## config.mk

```make
export PLATFORM = sky130hd
export DESIGN_NAME = mem_scan_engine
export DESIGN_NICKNAME = d
export VERILOG_FILES = /design/src/rtl/mem_scan_pkg.sv /design/src/rtl/mem_scan_engine.sv
export SDC_FILE = /design/constraint.sdc
export NUM_CORES = 1
export LEC_CHECK = 0
export ABC_AREA = 0
export CORE_MARGIN = 3
export CORE_UTILIZATION = 40
export CTS_BUF_LIST = sky130_fd_sc_hd__clkbuf_8
export DETAILED_ROUTE_END_ITERATION = 6
export GPL_ROUTABILITY_DRIVEN = 0
export GPL_TIMING_DRIVEN = 0
export PLACE_DENSITY = 0.67
export SLEW_MARGIN = 20
export SYNTH_ARGS = -nofsm -noshare
export SYNTH_HDL_FRONTEND = slang
export SYNTH_SLANG_ARGS = --single-unit
export TNS_END_PERCENT = 20
```

## constraint.sdc

```tcl
create_clock -name clk -period 5.4 [get_ports clk]
set_input_delay 1.35 -clock clk [delete_from_list [all_inputs] [get_ports clk]]
set_output_delay 1.35 -clock clk [all_outputs]
set_load 0.02 [all_outputs]
```

## src/rtl/mem_scan_pkg.sv

```systemverilog
// rtl/mem_scan_pkg.sv - shared types and checksum fold for the memory scan engine
package mem_scan_pkg;

   localparam int CHECKSUM_W = 32;

   typedef enum logic [1:0] {
      IDLE  = 2'd0,
      RUN   = 2'd1,
      DRAIN = 2'd2,
      DONE  = 2'd3
   } state_t;

   typedef enum logic {
      OP_CHECK = 1'b0,
      OP_FILL  = 1'b1
   } op_t;

   // Rotate-left-by-one then xor in the zero-extended word.
   function automatic logic [CHECKSUM_W-1:0] checksum_step(
      input logic [CHECKSUM_W-1:0] acc,
      input logic [CHECKSUM_W-1:0] word
   );
      return {acc[CHECKSUM_W-2:0], acc[CHECKSUM_W-1]} ^ word;
   endfunction

endpackage

```

## src/rtl/mem_scan_engine.sv

```systemverilog
// rtl/mem_scan_engine.sv - sequential CHECK/FILL sweep driver for a write-every-cycle block RAM
module mem_scan_engine
   import mem_scan_pkg::*;
#(
   parameter int WID_MEM      = 5,
   parameter int DEPTH_MEM    = 2048,
   parameter int SCRATCH_ADDR = DEPTH_MEM - 1
) (
   input  logic               clk,
   input  logic               reset,
   input  logic               start,
   input  logic               op,
   input  logic [WID_MEM-1:0] seed,
   input  logic [31:0]        expected_sum,
   output logic               busy,
   output logic               done,
   output logic               pass,
   output logic [31:0]        checksum,
   output logic [31:0]        mem_raddr,
   output logic [31:0]        mem_waddr,
   output logic [WID_MEM-1:0] mem_din,
   input  logic [WID_MEM-1:0] mem_dout
);

   localparam int              AW   = $clog2(DEPTH_MEM);
   localparam int              N    = DEPTH_MEM - 1;
   localparam logic [AW-1:0]   LAST = AW'(N - 1);
   localparam logic [31:0]     SCR  = 32'(SCRATCH_ADDR);

   state_t                  state_q, state_d;
   op_t                     op_q, op_d;
   logic [WID_MEM-1:0]      seed_q, seed_d;
   logic [31:0]             exp_q, exp_d;
   logic [AW-1:0]           a_q, a_d, a_nxt;
   logic [CHECKSUM_W-1:0]   acc_q, acc_d;
   logic                    wb_q, wb_d;
   logic                    busy_q, busy_d;
   logic                    done_q, done_d;
   logic                    pass_q, pass_d;
   logic [31:0]             checksum_q, checksum_d;
   logic [31:0]             raddr_q, raddr_d;
   logic [31:0]             waddr_q, waddr_d;
   logic [WID_MEM-1:0]      din_q, din_d;

   always_comb begin
      state_d    = state_q;
      op_d       = op_q;
      seed_d     = seed_q;
      exp_d      = exp_q;
      a_d        = a_q;
      acc_d      = acc_q;
      wb_d       = 1'b0;
      busy_d     = busy_q;
      done_d     = 1'b0;
      pass_d     = pass_q;
      checksum_d = checksum_q;
      raddr_d    = SCR;
      waddr_d    = SCR;
      din_d      = '0;
      a_nxt      = a_q + AW'(1);

      // wb_q marks cycles where mem_dout holds the word read one cycle earlier
      if (wb_q) begin
         acc_d = checksum_step(acc_q, CHECKSUM_W'(mem_dout));
      end

      case (state_q)
         IDLE: begin
            if (start) begin
               op_d    = op_t'(op);
               seed_d  = seed;
               exp_d   = expected_sum;
               a_d     = '0;
               acc_d   = '0;
               busy_d  = 1'b1;
               state_d = RUN;
               if (op_t'(op) == OP_FILL) begin
                  waddr_d = '0;
                  din_d   = seed;
               end else begin
                  raddr_d = '0;
               end
            end
         end
         RUN: begin
            if (a_q != LAST) begin
               a_d = a_nxt;
               if (op_q == OP_FILL) begin
                  waddr_d = 32'(a_nxt);
                  din_d   = WID_MEM'(a_nxt) ^ seed_q;
               end else begin
                  raddr_d = 32'(a_nxt);
                  waddr_d = 32'(a_q);
                  wb_d    = 1'b1;
               end
            end else if (op_q == OP_FILL) begin
               state_d = DONE;
               busy_d  = 1'b0;
               done_d  = 1'b1;
               pass_d  = 1'b1;
            end else begin
               state_d = DRAIN;
               waddr_d = 32'(a_q);
               wb_d    = 1'b1;
            end
         end
         DRAIN: begin
            state_d    = DONE;
            busy_d     = 1'b0;
            done_d     = 1'b1;
            checksum_d = acc_d;
            pass_d     = (acc_d == exp_q);
         end
         DONE: begin
            state_d = IDLE;
         end
         default: begin
            state_d = IDLE;
         end
      endcase
   end

   always_ff @(posedge clk) begin
      if (reset) begin
         state_q    <= IDLE;
         op_q       <= OP_CHECK;
         seed_q     <= '0;
         exp_q      <= '0;
         a_q        <= '0;
         acc_q      <= '0;
         wb_q       <= 1'b0;
         busy_q     <= 1'b0;
         done_q     <= 1'b0;
         pass_q     <= 1'b0;
         checksum_q <= '0;
         raddr_q    <= SCR;
         waddr_q    <= SCR;
         din_q      <= '0;
      end else begin
         state_q    <= state_d;
         op_q       <= op_d;
         seed_q     <= seed_d;
         exp_q      <= exp_d;
         a_q        <= a_d;
         acc_q      <= acc_d;
         wb_q       <= wb_d;
         busy_q     <= busy_d;
         done_q     <= done_d;
         pass_q     <= pass_d;
         checksum_q <= checksum_d;
         raddr_q    <= raddr_d;
         waddr_q    <= waddr_d;
         din_q      <= din_d;
      end
   end

   assign busy      = busy_q;
   assign done      = done_q;
   assign pass      = pass_q;
   assign checksum  = checksum_q;
   assign mem_raddr = raddr_q;
   assign mem_waddr = waddr_q;
   // Write-back data is the memory's own registered dout, steered by a registered select.
   assign mem_din   = wb_q ? mem_dout : din_q;

endmodule

```

# ---- Word level (Yosys, flattened, before mapping)
# Index checks and enable logic that the tools add are counted.
dict set report classes {
  addsub 1
  multipliers 0
  div_mod_pow 0
  order_cmp 0
  n_eq_ne 9
  n_shift 0
  mux 38
  n_bitwise 3
  n_reduce_logical 10
}
# operator n
set op_table {}
lappend op_table {{$mux W32} 4}
lappend op_table {{$mux W11} 10}
lappend op_table {{$pmux W32 S2} 1}
lappend op_table {{$pmux W11 S2} 2}
lappend op_table {{$eq A32 B32 Y1} 1}
lappend op_table {{$xor A32 B5 Y32} 1}
lappend op_table {{$mux W5} 5}
lappend op_table {{$add A11 B1 Y11 const B} 1}
lappend op_table {{$ne A11 B11 Y1 const B} 1}
lappend op_table {{$pmux W5 S2} 1}
lappend op_table {{$mux W1} 9}
lappend op_table {{$ne A2 B2 Y1 const B} 4}
lappend op_table {{$pmux W2 S4} 1}
lappend op_table {{$reduce_and A3 Y1} 2}
lappend op_table {{$xor A5 B5 Y5} 1}
lappend op_table {{$eq A2 B2 Y1 const B} 2}
lappend op_table {{$mux W2} 2}
lappend op_table {{$pmux W1 S2} 2}
lappend op_table {{$reduce_and A2 Y1} 2}
lappend op_table {{$reduce_and A4 Y1} 1}
lappend op_table {{$reduce_bool A2 Y1} 2}
lappend op_table {{$pmux W1 S3} 1}
lappend op_table {{$reduce_bool A3 Y1} 1}
lappend op_table {{$eq A2 B1 Y1 const B} 1}
lappend op_table {{3 further kinds} 3}
dict set report word_totals {
  reg_bits 188
  latch_bits 0
  ramBits 0
  mem_bits_ro 0
  output_inout_bits 104
  mem_count 0
}

# ---- Depth between registers and ports, before layout
# Gate-level depths: netlist of the first run.
dict set report logic_depth {
  depth_word 5
  depth_mapped 10
  ltp_nobuf 8
}

# ---- Least setup slack after synthesis of the first run
# OpenSTA, ideal clock, no wires.
dict set report synth_timing {
  path_type {input-to-output}
  start {in mem_dout[0]}
  end {out mem_din[0]}
  arrival_time_ps 1655
  required_ps 4050
  path_slack_ps 2395
  path_stages 1
  n_path_buf 0
  path_cell_list {mux2_2}
}
dict set report synth_via {
  elab_chain_len 1
}
# item line
set synth_lines {}
lappend synth_lines {{from (decl)} mem_scan_engine.sv:22} ;# input logic [WID_MEM-1:0] mem_dout
lappend synth_lines {{$mux W5} mem_scan_engine.sv:164} ;# assign mem_din = wb_q ? mem_dout : din_q;
lappend synth_lines {{to (decl)} mem_scan_engine.sv:21} ;# output logic [WID_MEM-1:0] mem_din,
# Every way passes these cells.

# ---- Worst setup path after layout of the first run
dict set report layout_timing {
  start {in mem_dout[4]}
  end {out mem_din[4]}
}
# The elaborated chain is that of the path after synthesis.

==> impl_metrics.csv, run 1 <==
group,metric,value,unit
die,die_w,131,microns
critical_path,cp_max_fo,2,
die,core_area,15300,sq um
die,io-pin-count,150,
critical_path,reg2reg_to,"mem_waddr[6]",
placement,dpl.hpwl,11900,microns
clock_tree,post_cts_buffers,0,
critical_path,reg2reg_depth,9,
clock_tree,htree_num_levels,4,
yosys,synth_seq_cells,146,
route,firstDrtPassIters,4,
global_routing,overflow,0,
run,cap_violations,0,
yosys,syn_area_per_cell,8.81,sq um
critical_path,crit_family,"buffers and inverters",
pwr,power_density,475,nW/um^2
clock_tree,cts_tree,"done",
yosys,synth_top_area_frac,0.466,
global_routing,grt_pass1_vias,4863,
route,drcViolationCount,0,
clock_tree,cts_resized,0,
critical_path,crit_type,"in -> out",
critical_path,critPathLaunchType,"input pin",
clock_tree,clock_latency,0.45,ns
route,viasPerCell,4.67,
critical_path,critPathCapture,"mem_din[4]",
worst_hold_path,hp-class,"reg -> reg",
yosys,synth-main-ff-cell,"dfxtp_1",
clock_tree,clkSlewWorstSetupHoldPaths,0.07,ns
die,rows,45,
sta,tns,0,ns
clock_tree,clock_tree.root_cell,"clkbuf_8",
critical_path,worstPathArrival,2.66,ns
critical_path,path_common_cell,"clkdlybuf4s50_1",
yosys,synth_area,6270,sq um
critical_path,reg2reg_from,"state_q[1]",
outcome,outcome,"complete, no violations",
critical_path,cp.depth,3,
sta,skew,0.0113,ns
yosys,async_reset_ff_frac,0,
yosys,yosysWarningCount,0,
global_routing,grt_max_degree,17,
cells_and_area,drive_gt1_frac,0.0988,
critical_path,critical_path.cell_chain,"clkdlybuf4s50_1, mux2_2, clkdlybuf4s50_1",
clock_tree,clockBufferDepth,2,
sta,slew_viol_final,0,
sta,layout_setup_ws,1.39,ns
route,antenna_left,0,
critical_path,max_stage_delay,0.60,ns
sta,finalHoldViolCount,0,
critical_path,rrSetupSlack,3.05,ns
sta,slew_headroom,0.606,
cells_and_area,antennaDiodeCount,0,
sta,fmax,249,MHz
critical_path,end_kind,"primary output",
die,initial_core_util,0.411,
route,vias,5146,
critical_path,crit_start,"mem_dout[4]",
placement,numPortBuffers,106,
sta,period_share,0.743,
critical_path,slowest_stage,"clkdlybuf4s50_1",
sta,final.min_clock_period,4.01,ns
die,die-height,131,microns
global_routing,grt_pass1_wl,25600,microns
clock_tree,cts_sinks,146,
pwr,ir_worst_vdd,320,uV
clock_tree,hold_buffers,0,
global_routing,grt_use_total,0.186,
sta,rsz0062_at_grt,"no",
yosys,synth_cell_types,49,
cells_and_area,fin_nets,931,
pwr,leakage,3.18,nW
sta,setup_viol,0,
critical_path,worstPathRequired,4.05,ns
yosys,synth_area_leaders,"dfxtp_1 47%, nand2_1 5.9%, nor2_1 5.6%, xor2_1 5.4%, buf_4 5.0%",
yosys,syn-instance-count,712,
route,drt-initial-drc-count,370,
sta,worstMarginPinSlew,0.592,ns
route,drt_wl_total,16000,microns
yosys,synth-edff-count,0,
yosys,ys_seq_area_frac,0.466,
route,route.detailed.wl_per_inst,14.5,microns
yosys,synth_top_area_cell,"dfxtp_1",
cells_and_area,syn_to_final_growth,30.5,%
die,die-area,17200,sq um
yosys,synth.most_common_cell,"dfxtp_1",
critical_path,critPathBufInv,2,
global_routing,antenna_found_initial,1,
clock_tree,cts_made_buffers,17,
placement,pre_cts_ws,1.38,ns
yosys,synth_common_cells,"146 x dfxtp_1, 99 x nand2_1, 93 x nor2_1, 60 x a21oi_1, 42 x buf_4",
-- power breakdown --
group / internal [mW] / switching, mW / total (mW)
combinational: 0.642 / 0.885 / 1.53
clock: 0.540 / 0.406 / 0.946
sequential: 1.30 / 0.116 / 1.42
total: 2.48 / 1.41 / 3.89
-- metrics by stage --
stage | utilization | instances | hold WS, ns | area, sq um | power, mW
final | 0.537 | 1102 | 0.468 | 8190 | 3.89
after global routing | 0.537 | 1102 | 0.488 | 8190 | 4.12
after CTS | 0.537 | 1102 | 0.470 | 8190 | 3.92
after detailed placement | 0.508 | 1070 | 0.459 | 7750 | 2.97
after global placement | 0.508 | 1070 | 0.454 | 7750 | 2.97
after floorplan | - | 753 | 0.448 | 6430 | 2.38
-- flip-flops by register name, indices dropped and copies added (netlist names), 2 cells and up --
name and cells:
state_q 2, seed_q 5, checksum 32, acc_q 32, exp_q 32, mem_waddr 11
a_q 11, mem_raddr 11, din_q 5
-- layer usage --
metal	track usage	vias to the layer above	wire [microns]
li1	-	2648	-
met1	0.239	2349	7210
met2	0.308	132	7640
met3	0.0509	15	960
met4	0.0554	2	184
met5	0	-	13
-- tightest hold or removal path, cell delays in order (launching register included) --
cell and delay, ns:
dfxtp_1 0.32, nand2_1 0.05, a21oi_1 0.05
-- cell usage in the layout (no fill, tap or decap), drive strengths merged, types with 32 or more instances in the layout --
master	count
nand2	99
nor2	93
clkbuf	55
dfxtp	146
buf	52
conb	42
mux2i	32
a21oi	60
xor2	39
clkdlybuf4s50	106
-- cells by family after synthesis --
kind of cell               synth area share
AOI/OAI and AO/OA                     0.133
DFF                                   0.466
buffers and inverters                0.0911
other                              0.000598
muxes                                0.0646
xor gates and xnor gates             0.0698
adders and majority gates            0.0140
and+or+nand+nor                       0.161
-- area by class of cell --
class / instances / area, sq um
plain buffers: 90 / 538
clock buffers: 17 / 234
clock inverters: 15 / 200
fillers: 1436 / 7070
inverters: 9 / 33.8
multi-input cells: 508 / 2930
flip-flops and latches: 146 / 2920
well taps: 211 / 264
repair buffers: 106 / 1060
-- worst min path at each step --
stage               cells past startpoint  slack (ns)        end       from
CTS                                     2        0.47  exp_q[13]  exp_q[13]
finish                                  2        0.47  exp_q[25]  exp_q[25]
global placement                        2        0.45   exp_q[7]   exp_q[7]
detailed placement                      2        0.46  exp_q[31]  exp_q[31]
floorplan                               2        0.45  exp_q[10]  exp_q[10]
global route                            2        0.49  exp_q[31]  exp_q[31]
Power figures use the tool's default switching activity.
==> run 2: changes to the inputs <==
Clock period 5.4 ns to 3.74 ns, I/O delays scaled along.
==> results of run 2 <==
The final DEF is identical to that of run 1. Status: complete, no violations.
Main changes from that run: setup slack after placement 1.38 ns -> 0.549 ns; setup slack after layout 1.39 ns -> 0.559 ns; register-to-register setup slack 3.05 ns -> 1.39 ns; total power 3.89 mW -> 5.62 mW; worst IR drop on VDD 320 uV -> 462 uV
==> run 3: changes to the inputs <==
Settings changed: SETUP_SLACK_MARGIN set to 0.1.
==> results of run 3 <==
The final DEF is identical to that of run 1. Status: complete, no violations.
Main changes from that run: setup slack after placement 1.38 ns -> 0.549 ns; setup slack after layout 1.39 ns -> 0.559 ns; register-to-register setup slack 3.05 ns -> 1.39 ns; total power 3.89 mW -> 5.62 mW; worst IR drop on VDD 320 uV -> 462 uV
